<file path="src/rtl/regfile_decoded.sv">
// Parameterised register file: one-hot decoded write port, two combinational
// read ports with optional bypass, per-register written flags and a write trace.
module regfile_decoded #(
  parameter int DATA_WIDTH = 32,
  parameter int ADDR_WIDTH = 5,
  parameter int NUM_REGS   = 32,
  parameter int ZERO_REG   = 1,
  parameter int BYPASS     = 1
) (
  input  logic                  clk,
  input  logic                  rst_n,
  input  logic                  wr_en,
  input  logic [ADDR_WIDTH-1:0] wr_addr,
  input  logic [DATA_WIDTH-1:0] wr_data,
  input  logic [ADDR_WIDTH-1:0] rd_addr_a,
  input  logic [ADDR_WIDTH-1:0] rd_addr_b,
  output logic [DATA_WIDTH-1:0] rd_data_a,
  output logic [DATA_WIDTH-1:0] rd_data_b,
  output logic                  rd_valid_a,
  output logic                  rd_valid_b,
  input  logic                  dirty_clr,
  output logic [NUM_REGS-1:0]   wr_onehot
);

  localparam int DEPTH = 1 << ADDR_WIDTH;

  // wr_sel is the decoder output already qualified by acceptance, so it can
  // feed both the register enables and the debug trace directly.
  logic [NUM_REGS-1:0]   wr_sel;
  logic [DATA_WIDTH-1:0] reg_q [DEPTH];
  logic [DEPTH-1:0]      valid_q;
  logic [NUM_REGS-1:0]   wr_onehot_reg;

  genvar gi;
  generate
    for (gi = 0; gi < DEPTH; gi++) begin : g_reg
      if (gi >= NUM_REGS) begin : g_unimpl
        assign reg_q[gi]   = '0;
        assign valid_q[gi] = 1'b0;
      end else if (ZERO_REG != 0 && gi == 0) begin : g_zero
        // Hardwired zero: never selected, always reads as a valid zero.
        assign wr_sel[gi]  = 1'b0;
        assign reg_q[gi]   = '0;
        assign valid_q[gi] = 1'b1;
      end else begin : g_impl
        logic [DATA_WIDTH-1:0] data_reg;
        logic                  dirty_reg;

        assign wr_sel[gi] = wr_en && rst_n && (wr_addr == ADDR_WIDTH'(gi));

        always_ff @(posedge clk or negedge rst_n) begin
          if (!rst_n) begin
            data_reg <= '0;
          end else if (wr_sel[gi]) begin
            data_reg <= wr_data;
          end
        end

        // A write on the same edge as a clear leaves the flag set.
        always_ff @(posedge clk or negedge rst_n) begin
          if (!rst_n) begin
            dirty_reg <= 1'b0;
          end else if (wr_sel[gi]) begin
            dirty_reg <= 1'b1;
          end else if (dirty_clr) begin
            dirty_reg <= 1'b0;
          end
        end

        assign reg_q[gi]   = data_reg;
        assign valid_q[gi] = dirty_reg;
      end
    end
  endgenerate

  always_ff @(posedge clk or negedge rst_n) begin
    if (!rst_n) begin
      wr_onehot_reg <= '0;
    end else begin
      wr_onehot_reg <= wr_sel;
    end
  end

  assign wr_onehot = wr_onehot_reg;

  logic [ADDR_WIDTH-1:0] rd_addr  [2];
  logic [DATA_WIDTH-1:0] rd_data  [2];
  logic                  rd_valid [2];

  assign rd_addr[0] = rd_addr_a;
  assign rd_addr[1] = rd_addr_b;

  generate
    for (gi = 0; gi < 2; gi++) begin : g_rd
      logic hit;

      if (BYPASS != 0) begin : g_byp
        assign hit = (|wr_sel) && (wr_addr == rd_addr[gi]);
      end else begin : g_nobyp
        assign hit = 1'b0;
      end

      assign rd_data[gi]  = hit ? wr_data : reg_q[rd_addr[gi]];
      assign rd_valid[gi] = hit | valid_q[rd_addr[gi]];
    end
  endgenerate

  assign rd_data_a  = rd_data[0];
  assign rd_data_b  = rd_data[1];
  assign rd_valid_a = rd_valid[0];
  assign rd_valid_b = rd_valid[1];

endmodule

</file>
<file path="config.mk">
export PLATFORM = sky130hd
export DESIGN_NAME = regfile_decoded
export DESIGN_NICKNAME = d
export VERILOG_FILES = /design/src/rtl/regfile_decoded.sv
export SDC_FILE = /design/constraint.sdc
export NUM_CORES = 2
export LEC_CHECK = 0
export CAP_MARGIN = 20
export CORE_MARGIN = 2
export CORE_UTILIZATION = 25
export CTS_BUF_LIST = sky130_fd_sc_hd__clkbuf_4 sky130_fd_sc_hd__clkbuf_8
export DETAILED_ROUTE_END_ITERATION = 8
export DONT_BUFFER_PORTS = 1
export PLACE_DENSITY = 0.36
export SYNTH_ARGS = -nofsm -noshare
export SYNTH_HDL_FRONTEND = slang
export SYNTH_SLANG_ARGS = --single-unit
export TNS_END_PERCENT = 100
</file>
<file path="constraint.sdc">
create_clock -name clk -period 2.4 [get_ports clk]
set_clock_uncertainty 0.05 [all_clocks]
set_input_delay 0.24 -clock clk [delete_from_list [all_inputs] [get_ports clk]]
set_output_delay 0.24 -clock clk [all_outputs]
set_load 0.05 [all_outputs]
</file>
# After elaboration in Yosys (flattened, before gate mapping)
# Index checks and enable logic that the tools add are counted.
# word_totals
latchBits	0
memories	0
input_bits	51
mem_bits_rw	0
output_inout_bits	98
register_bits	1054
romBits	0
# classes
magnitude_cmp	4
eq_ne	33
n_mul	0
reduce_logical	66
n_div	0
shift	0
n_mux	44
n_addsub	0
bitwise	4
# op_table
operator	n
$bmux W32 S5	2
$mux W32	6
$eq A5 B5 Y1 const B	16
$reduce_bool A2 Y1	31
$eq A5 B4 Y1 const B	8
$logic_and A1 B1 Y1	34
$mux W1	34
$reduce_or A31 Y1	1
$eq A5 B3 Y1 const B	4
$ge A6 B6 Y1 const B	2
$lt A5 B6 Y1 const B	2
$not A5 Y6	2
$bmux W1 S5	2
$eq A5 B2 Y1 const B	2
$eq A5 B5 Y1	2
$eq A5 B1 Y1 const B	1
$or A1 B1 Y1	2

# Depth between registers and ports, before layout
# depth
depth_word	5
ltp_mapped	9
depth_no_buf	5

# Least setup slack after synthesis
# Ideal clock, no wire load.
# synth_timing
kind	in2out
from	input rd_addr_a[0]
to	output rd_data_a[5]
n_path_buf	4
required_time_ps	2110
path_stages	9
slack_ps	-586
t_arrival_ps	2696
cell_sequence	buf_2 > buf_6 > buf_6 > buf_8 > mux2i_1 > a221oi_1 > o21ai_0 > and3_1 > o31ai_1
# synth_via
elab_chain_len	5
word_cells_on_any_way	7
classes_between	eq/ne: 1; mux: 4; bitwise: 1; reduce/logical: 1
# synth_lines
element	line_no	rtl
start, declared	15	input logic [ADDR_WIDTH-1:0] rd_addr_a,
$not A5 Y6 (not written as such)	103	assign rd_data[gi] = hit ? wr_data : reg_q[rd_addr[gi]];
$bmux W32 S5	103	
$mux W32 (not written as such) (2 in a row)	103	
$mux W32 (*)	103	
end, declared	17	output logic [DATA_WIDTH-1:0] rd_data_a,
# Every way passes the cells marked *; elsewhere a longest branch is shown, timed or not. The select of a mux whose other input is x is not followed.

# Final worst setup path
# layout_timing
from	input rd_addr_a[0]
to	output rd_data_a[11]
# The elaborated chain is that of the path after synthesis.

==> results.toml <==
[global_routing]
grt_overflow = 0
grt_antenna_before_repair = 14
grt_use_total = 0.212
maximum_number_of_pins_on_one_net_before_global_route_repair = 328
first_global_vias = 41200
grt_pass1_wl_um = 344000

[yosys]
asyncSetResetFlopFracSynth = 1.00
synthesis.yosys.warnings = 0
ys.flop_type = "sky130_fd_sc_hd__dfrtp_1"
synth_sequential_area_ratio = 0.468
number_of_enable_type_register_cells_in_the_synthesized_netlist = 0
synth_seq_cells = 1054
synth_cell_types = 56
synth_area_um2 = 56400
synthesis.area_per_instance_um2 = 13.9
post_synthesis_cell_count = 4053
postSynthNetCount = 4104

[final_layout]
largest_reg_flops = 992
final_nets = 4374
finalInstanceArea_um2 = 72400
fin_cells = 7484
final.fill_count = 22300
area_delta_synth_final_pct = 28.4
fraction_of_final_layout_cells_with_drive_strength_greater_than_1 = 0.583

[run]
max-cap-violations = 0

[power]
leakage_component_of_the_power_nw = 31.6
power_density_over_the_cells_nw_per_um2 = 698
ir_drop_uv = 453

[worst_setup_path]
worstPathRequired_ns = 2.11
cp_slowest_cell = "sky130_fd_sc_hd__mux4_2"
setup_cp_type = "input pin to output pin"
worst_path_most_repeated_cell = "sky130_fd_sc_hd__mux4_2"
timing.critical_path.fanout_max = 327
cp_slowest_stage_delay_ns = 1.03
cp_top_family = "multiplexers"
timing.critical_path.cells = "mux4_2 > mux4_2 > nand3b_1 > o311ai_4"
setup.worst_path.end_class = "output pin"
path_buf_inv = 0
cp.arrival_ns = 2.95
startpoint_type = "input pin"

[floorplan]
boundaryPins = 149
overall_die_height_um = 479
num_rows = 174
die_area_um2 = 229000
floorplan.initialDensity = 0.251
core_area_um2 = 224000
die-width_um = 479

[sta]
fmax_mhz = 309
final-setup-viol-count = 66
fin_crit_ns = 3.24
slew_headroom = -0.0207
setup_repair_after_global_routing_missed_its_margin = "true"
hold_ws_ns = -0.0610
hold_viol_final = 19
final_critical_path_setup_slack_ns = -0.839
timing_worst_slew_pin_value_ns = 1.53
min_period_over_period = 1.35
report.final.slew_viol_count = 29

[placement]
dpl-instance-area_um2 = 63800
globalplace.congestion = 0.751
placed_cells_incl_taps = 7006
numPortBuffers = 0
dp_worst_setup_slack_ns = -1.66
detailedPlacementHpwl_um = 139000

[route]
avgViaCountPerCell = 5.24
detail_route.first_pass.iterations = 5
drtIter0Drc = 2475
dr_total_vias = 39200
route.detailed.wl_per_inst_um = 32.9
drc = 0
ant_nets = 0
detail_route.wirelength_um = 246000

[min_path]
hp-class = "input pin to async pin"

[clock_network]
clockBufferDepth = 3
clockRootBuffer = "sky130_fd_sc_hd__clkbuf_8"
cts-htree-levels = 4
cts_tree = "done"
clk_transition_reported_paths_ns = 0.06
clk_latency_ns = 0.94
numCtsBuffers = 196
cts.sinks = 1054

[status]
violations = "negative hold slack, max-slew violations, negative setup slack"
status = "finished with violations"
-- stage by stage --
stage | TNS (ns) | utilization | hold WS, ns | power [W]
final | -37.81 | 0.323 | -0.0610 | 0.0505
after global routing | -44.64 | 0.323 | 0.0514 | 0.0530
after CTS | -50.44 | 0.318 | 0.0194 | 0.0509
after detailed placement | -1803.78 | 0.284 | -0.105 | 0.0303
after global placement | -1812.65 | 0.284 | -0.105 | 0.0302
after floorplan | -2.85 | - | -0.106 | 0.0277
-- cells in the final DEF, fill, tap and decap left out, drive strengths merged, types with 5 or more instances in the layout --
master	netlist	final
mux2	1059	1059
dfrtp	1054	1054
buf	240	442
clkbuf	197	330
mux4	321	321
mux2i	297	297
a221oi	229	229
nand2	102	102
nor3	70	70
nor2	69	69
o21ai	67	67
dlygate4sd3	0	55
a22oi	42	42
nand3	35	35
and3	34	34
o31ai	30	30
a22o	29	29
a21o	29	29
clkinv	0	26
o21a	24	24
a32oi	24	24
inv	18	21
nor2b	13	13
diode	0	8
xnor2	8	8
o22ai	8	8
a211oi	7	7
nand2b	6	6
a21oi	5	5
and2	5	5
-- Yosys cell counts (all sizes together) (3+ instances only) --
library cell | count | area share
o21ai | 67 | 0.0059
mux2i | 297 | 0.053
mux2 | 1059 | 0.21
o21a | 24 | 0.0032
o311ai | 3 | 0.00078
a211oi | 7 | 0.00093
xnor2 | 8 | 0.0012
a22oi | 42 | 0.0056
inv | 18 | 0.0012
a21o | 29 | 0.0039
a32oi | 24 | 0.0037
nor2b | 13 | 0.0014
a221oi | 229 | 0.036
a221o | 4 | 0.00071
dfrtp | 1054 | 0.47
nand2 | 102 | 0.0068
o22ai | 8 | 0.00089
o31ai | 30 | 0.0041
nand3 | 35 | 0.0031
a21oi | 5 | 0.00044
nor3 | 70 | 0.0066
clkbuf | 197 | 0.013
a22o | 29 | 0.0045
nor2 | 69 | 0.0048
and2 | 5 | 0.00055
and3 | 34 | 0.0038
buf | 240 | 0.023
or2 | 4 | 0.00044
o21bai | 4 | 0.00053
mux4 | 321 | 0.13
nand2b | 6 | 0.00067
-- metal layers --
layer  vias up  track usage  part of all wire  wire [um]
li1      16300            -                 -          -
met5         -            0          0.000049         12
met2       931        0.348              0.48     118000
met3       321       0.0323             0.040       9940
met4         2       0.0605             0.029       7230
met1     21700        0.287              0.45     111000
-- cell families (layout without fill, tap and decap cells) --
kind of cell / count (synthesis) / in the layout / share of synthesized area
muxes: 1677 / 1677 / 0.392
DFF: 1054 / 1054 / 0.468
AOI/OAI and AO/OA: 509 / 509 / 0.0713
buffers and inverters: 455 / 886 / 0.0374
and+or+nand+nor: 347 / 347 / 0.0294
xor gates and xnor gates: 10 / 10 / 0.00155
other: 1 / 9 / 0.0000665
-- worst paths after layout --
kind,from,to,slack (ns),depth (start not counted)
min,rst_n,g_reg[9].g_impl.data_reg[11],-0.06,6
max reg2reg,g_reg[28].g_impl.data_reg[25],g_reg[28].g_impl.data_reg[25],1.01,2
max,rd_addr_a[0],rd_data_a[11],-0.84,4
min in group clk,wr_en,g_reg[17].g_impl.data_reg[11],0.13,5
min reg2reg,g_reg[3].g_impl.dirty_reg,g_reg[3].g_impl.dirty_reg,0.45,1
max in group asynchronous,rst_n,wr_onehot[23],0.34,5
-- report_power, final --
part / internal, W / switching [W]
combinational: 0.00544 / 0.00463
sequential: 0.0200 / 0.00160
clock: 0.0104 / 0.00841
-- cell type report --
cell class                 instances  area [um2]  area share
clock buffer                     326        3970      0.0549
antenna                            8        20.0    0.000276
multi-input combinational       2544       31300       0.432
tap                             2992        3740      0.0517
inverter                          18        68.8    0.000950
clock inverter                    33         204     0.00282
timing repair buffer             509        6720      0.0929
sequential                      1054       26400       0.364
-- repair_timing --
item,CTS,global route
buffers inserted,26,18
pin swaps,197,96
cloned,4,3
resized for setup,392,134
hold buffers,94,1
endpoints found under the setup margin,1044,76
hold endpoints to repair,1691,85
-- worst reg2reg max path: cells and delay by family (launching register included) --
| family | cells | cell delay (ns) |
|---|---|---|
| flip-flops | 1 | 0.41 |
| buffers and inverters | 1 | 0.55 |
| multiplexers | 1 | 0.26 |
No activity file was read; power rests on OpenSTA's default activity.
